[config.mk]
export PLATFORM = sky130hd
export DESIGN_NAME = reorder_buffer
export DESIGN_NICKNAME = d
export VERILOG_FILES = /design/src/rtl/reorder_buffer.sv
export SDC_FILE = /design/constraint.sdc
export NUM_CORES = 1
export LEC_CHECK = 0
export CORE_MARGIN = 1
export CORE_UTILIZATION = 45
export DETAILED_ROUTE_END_ITERATION = 7
export PLACE_DENSITY = 0.63
export SLEW_MARGIN = 20
export SYNTH_ARGS = -nofsm -noshare
export SYNTH_HDL_FRONTEND = slang
export SYNTH_SLANG_ARGS = --single-unit
[constraint.sdc]
create_clock -name clk_i -period 4.2 [get_ports clk_i]
set_input_delay 0.63 -clock clk_i [delete_from_list [all_inputs] [get_ports clk_i]]
set_output_delay 0.63 -clock clk_i [all_outputs]
set_load 0.005 [all_outputs]
[src/rtl/reorder_buffer.sv]
// Reorder buffer indexed by RRF tag: records each dispatched destination, tracks completion
// and retires the head entry in program order, at most one per cycle.
module reorder_buffer #(
   parameter int unsigned RRF_NUM = 64,
   parameter int unsigned RRF_SEL = 6,
   parameter int unsigned REG_SEL = 5
) (
   input  logic               clk_i,
   input  logic               reset_i,
   input  logic               dp_valid_i,
   input  logic [RRF_SEL-1:0] dp_rrftag_i,
   input  logic               dp_dst_en_i,
   input  logic [REG_SEL-1:0] dp_dst_num_i,
   input  logic               finish_we_i,
   input  logic [RRF_SEL-1:0] finish_rrftag_i,
   output logic [1:0]         com_inst_num_o,
   output logic               completed_we_o,
   output logic [REG_SEL-1:0] completed_dstnum_o,
   output logic [RRF_SEL-1:0] completed_rrftag_o,
   output logic [RRF_SEL-1:0] comptr_o,
   output logic [RRF_SEL:0]   rob_count_o,
   output logic               rob_empty_o,
   output logic               rob_full_o
);

   logic [RRF_NUM-1:0] r_valid;
   logic [RRF_NUM-1:0] r_finished;
   logic [RRF_NUM-1:0] r_dst_en;
   logic [REG_SEL-1:0] r_dst_num [RRF_NUM];
   logic [RRF_SEL-1:0] r_comptr;
   logic [RRF_SEL:0]   r_count;

   logic w_full;
   logic w_accept;
   logic w_commit;

   assign w_full   = (r_count == (RRF_SEL+1)'(RRF_NUM));
   assign w_accept = dp_valid_i & ~w_full;
   assign w_commit = r_valid[r_comptr] & r_finished[r_comptr];

   // Later assignments win: commit clears after a finish, dispatch overrides both.
   always_ff @(posedge clk_i) begin
      if (reset_i) begin
         r_valid    <= '0;
         r_finished <= '0;
         r_comptr   <= '0;
         r_count    <= '0;
      end else begin
         if (finish_we_i && r_valid[finish_rrftag_i]) begin
            r_finished[finish_rrftag_i] <= 1'b1;
         end
         if (w_commit) begin
            r_valid[r_comptr]    <= 1'b0;
            r_finished[r_comptr] <= 1'b0;
            r_comptr             <= r_comptr + RRF_SEL'(1);
         end
         if (w_accept) begin
            r_valid[dp_rrftag_i]    <= 1'b1;
            r_finished[dp_rrftag_i] <= 1'b0;
         end
         r_count <= r_count + (RRF_SEL+1)'(w_accept) - (RRF_SEL+1)'(w_commit);
      end
   end

   // Payload needs no reset; it is only observed through a valid entry.
   always_ff @(posedge clk_i) begin
      if (w_accept) begin
         r_dst_en[dp_rrftag_i]  <= dp_dst_en_i;
         r_dst_num[dp_rrftag_i] <= dp_dst_num_i;
      end
   end

   always_comb begin
      com_inst_num_o     = 2'd0;
      completed_we_o     = 1'b0;
      completed_dstnum_o = '0;
      if (w_commit) begin
         com_inst_num_o     = 2'd1;
         completed_we_o     = r_dst_en[r_comptr];
         completed_dstnum_o = r_dst_num[r_comptr];
      end
   end

   assign completed_rrftag_o = r_comptr;
   assign comptr_o           = r_comptr;
   assign rob_count_o        = r_count;
   assign rob_empty_o        = (r_count == '0);
   assign rob_full_o         = w_full;

endmodule

==> metrics.md <==
| Metric | Value |
|---|---|
| CTS tree | `done` |
| Startpoint type of the worst setup path | `flop` |
| Synth Area per Inst | `14.32 um^2` |
| I/O pin count | `51` |
| ANT cells | `0` |
| DP HPWL | `50.35 mm` |
| CTS max path bufs | `3` |
| CP Data Required Time | `3.57 ns` |
| 1st-pass router iterations | `7` |
| Fin worst setup slack | `0.06872 ns` |
| Delay of the slowest cell on the worst path | `0.61 ns` |
| WL/cell | `29.20 um` |
| Layout Nets | `1846` |
| Worst Setup SP | `completed_rrftag_o[1]$_SDFFE_PP0N_` |
| Fmax | `242.1 MHz` |
| Mapped Cells | `1568` |
| Most frequent cell after synthesis | `edfxtp_1` |
| Area Growth Syn to Fin | `23.16%` |
| Outcome | `completed` |
| Async SR Flop Fraction | `0%` |
| Avg Vias per Cell | `6.251` |
| CP delay by family, top | `simple AND/OR/NAND/NOR gates` |
| Die footprint | `50810 um^2` |
| CTS Root Cell | `clkbuf_16` |
| Slew Viols, Final | `0` |
| Synth Flop Type | `edfxtp_1` |
| Initial antenna violation count | `2` |
| Iteration-0 DRC Markers | `2025` |
| Synth area leader | `edfxtp_1` |
| Port Buf Inserts | `49` |
| Kind of critical path | `reg -> out` |
| Final ANT Viol Nets | `0` |
| WP buf/inv | `4` |
| FP Rows | `81` |
| CP Max Fanout | `13` |
| Worst-skew pair later-pin latency | `0.62 ns` |
| Share of cells above drive strength 1 | `27.43%` |
| Dpl cells | `2358` |
| Syn. warnings | `0` |
| EDFF count, synth | `384` |
| CP max-delay cell | `or4_4` |
| Num Clock Sinks | `531` |
| VDD IR max | `0.2964 mV` |
| CTS buffer count | `55` |
| Worst-path clk slew | `0.06 ns` |
| Hold_buf cts | `0` |
| Vias | `15.77k` |
| GRT Residual Overflow | `0` |
| Hold wc startpoint | `dp_dst_num_i[4]` |
| Worst R2R Start | `completed_rrftag_o[1]$_SDFFE_PP0N_` |
| Synth cell count leaders | `edfxtp_1, nor2_1, dfxtp_1` |
| Max Cap Viol | `0` |
| Post-Place Worst Slack | `-0.08438 ns` |
| Netlist Area Pre-Place | `22460 um^2` |
| Gr usage total | `29.25%` |
| Syn Nets | `1601` |
| Final Hold Viols | `0` |
| Area after DPL | `24840 um^2` |
| Hold WC Path Type | `in -> reg` |
| Htree depth | `2` |
| Minimum clock period | `4.131 ns` |
| PwrDens | `402.2 nW/um^2` |
| Rel. slew slack | `14.38%` |
| Worst Clk Skew | `0.02039 ns` |
| GPL Wtd Cong | `0.9802` |
| Initial Util | `45.79%` |
| Leakage | `9.181 nW` |
| Critical path endpoint category | `primary output` |
| Sequential area share after synthesis | `64.45%` |
| Largest net degree at the start of global routing | `67` |
| Total length of routed wires | `73.67 mm` |
| Final number of setup-violating endpoints | `0` |
| DRC violations left | `0` |
| Synth cell types | `67` |
| Worst EP arrival | `3.50 ns` |
| Die height | `225.4 um` |
| Seq cells post-synth | `531` |
| Final instance area | `27660 um^2` |
| Critical Path, Cell by Cell | `buf_12 > and2_4 > a22o_1 > a221oi_1 > o221ai_1 > or4_4 > nand2_4 > inv_1 > buf_4 > clkdlybuf4s50_1` |
| Die width | `225.4 um` |
| Core Box Area | `49050 um^2` |
| Crit share post-route | `98.36%` |
| Largest cells by area after synthesis | `edfxtp_1, dfxtp_1, mux4_2` |
| Yosys top cell area share | `51.34%` |
| First-pass GRT wire length | `105.4 mm` |
| Non-Filler Instances | `2523` |
| Worst-Margin Slew | `1.280 ns` |
| Vias in the first global route | `15.01k` |
## area by class of cell
| class | count | area (um^2) |
|---|---|---|
| multi-input combinational | 903 | 7665 |
| timing repair buffer | 299 | 2799 |
| clock buffer | 75 | 1503 |
| fill | 4008 | 21390 |
| sequential | 531 | 14490 |
| inverter | 23 | 90.09 |
| clock inverter | 28 | 284.0 |
| tap | 664 | 830.8 |
## worst paths after layout
check / to / slack, ns / cells after the start
min: r_dst_num[0][4]$_DFFE_PP_ / 0.46 / 1
min reg2reg: r_finished[57]$_SDFF_PP0_ / 0.51 / 2
max: com_inst_num_o[0] / 0.07 / 10
max reg2reg: rob_count_o[6]$_SDFF_PP0_ / 0.17 / 19
## cells in the final DEF, fill, tap and decap left out, types with 8 or more instances in the layout
cell type and n:
and2_1 8, edfxtp_1 384, o21ai_0 17, a211oi_1 52, nor2b_1 16, and3_1 8
or3_1 19, a2111oi_0 42, nor3_1 18, a21oi_1 103, a22o_1 11, clkdlybuf4s50_1 36
o22ai_1 27, nand2_1 25, buf_12 17, mux4_2 117, nand3b_1 11, nand3_1 19
buf_6 8, ha_1 10, nor2_1 210, buf_4 218, clkbuf_1 16, clkinv_1 12
a22oi_1 8, mux2i_1 35, dfxtp_1 142, clkbuf_16 59, nand2b_1 8, inv_1 21
## layer usage
metal | GRT usage [%] | part of all wire, % | up-vias
met1 | 41.97 | 42 | 7990
met4 | 10.20 | 3.8 | 2
met3 | 5.437 | 9.2 | 165
met5 | 0 | 0.014 | -
li1 | - | - | 6725
met2 | 44.66 | 45 | 889
## flip-flops by register name, summed over array words and instances (netlist names), named ones only
| name | flops |
|---|---|
| r_finished | 64 |
| r_valid | 64 |
| r_dst_num | 320 |
| r_dst_en | 64 |
| completed_rrftag_o | 6 |
| rob_count_o | 7 |
## report_power, final
part           internal, mW  switching [mW]
combinational         0.254           0.334
sequential             5.66          0.0333
clock                  2.77            2.08
total                  8.68            2.44
## through the flow
step | hold slack (ns) | power [mW] | setup TNS [ns] | util, %
floorplan | 0.4754 | 6.103 | 0 | -
global placement | 0.4980 | 6.370 | -0.1985 | 50.62
detailed placement | 0.4929 | 6.377 | -0.08438 | 50.63
CTS | 0.5021 | 11.16 | -0.07371 | 55.48
global route | 0.4445 | 11.42 | -0.007423 | 56.39
finish | 0.4569 | 11.13 | 0 | 56.39
## worst reg2reg max path, delay by kind of cell (launching register included)
family,cells,cell delay (ns)
adders and majority gates,3,0.83
and+or+nand+nor,6,1.13
AOI/OAI and AO/OA,6,1.17
DFF,1,0.37
xor gates and xnor gates,1,0.13
buffers and inverters,3,0.27
## cell families after synthesis
logic type,Yosys count,synth area share (%)
and+or+nand+nor,387,8.078
xor gates and xnor gates,6,0.2340
DFF,531,64.45
AOI/OAI and AO/OA,338,10.44
other,1,0.01670
buffers and inverters,135,2.496
muxes,159,13.64
adders and majority gates,11,0.6462
## what timing repair did
action,4_1_cts,5_1_grt
pin swaps,2,8
buffers inserted,25,26
cloned,7,4
resized for setup,40,34
setup endpoints to repair,8,6
Power figures use the tool's default switching activity.
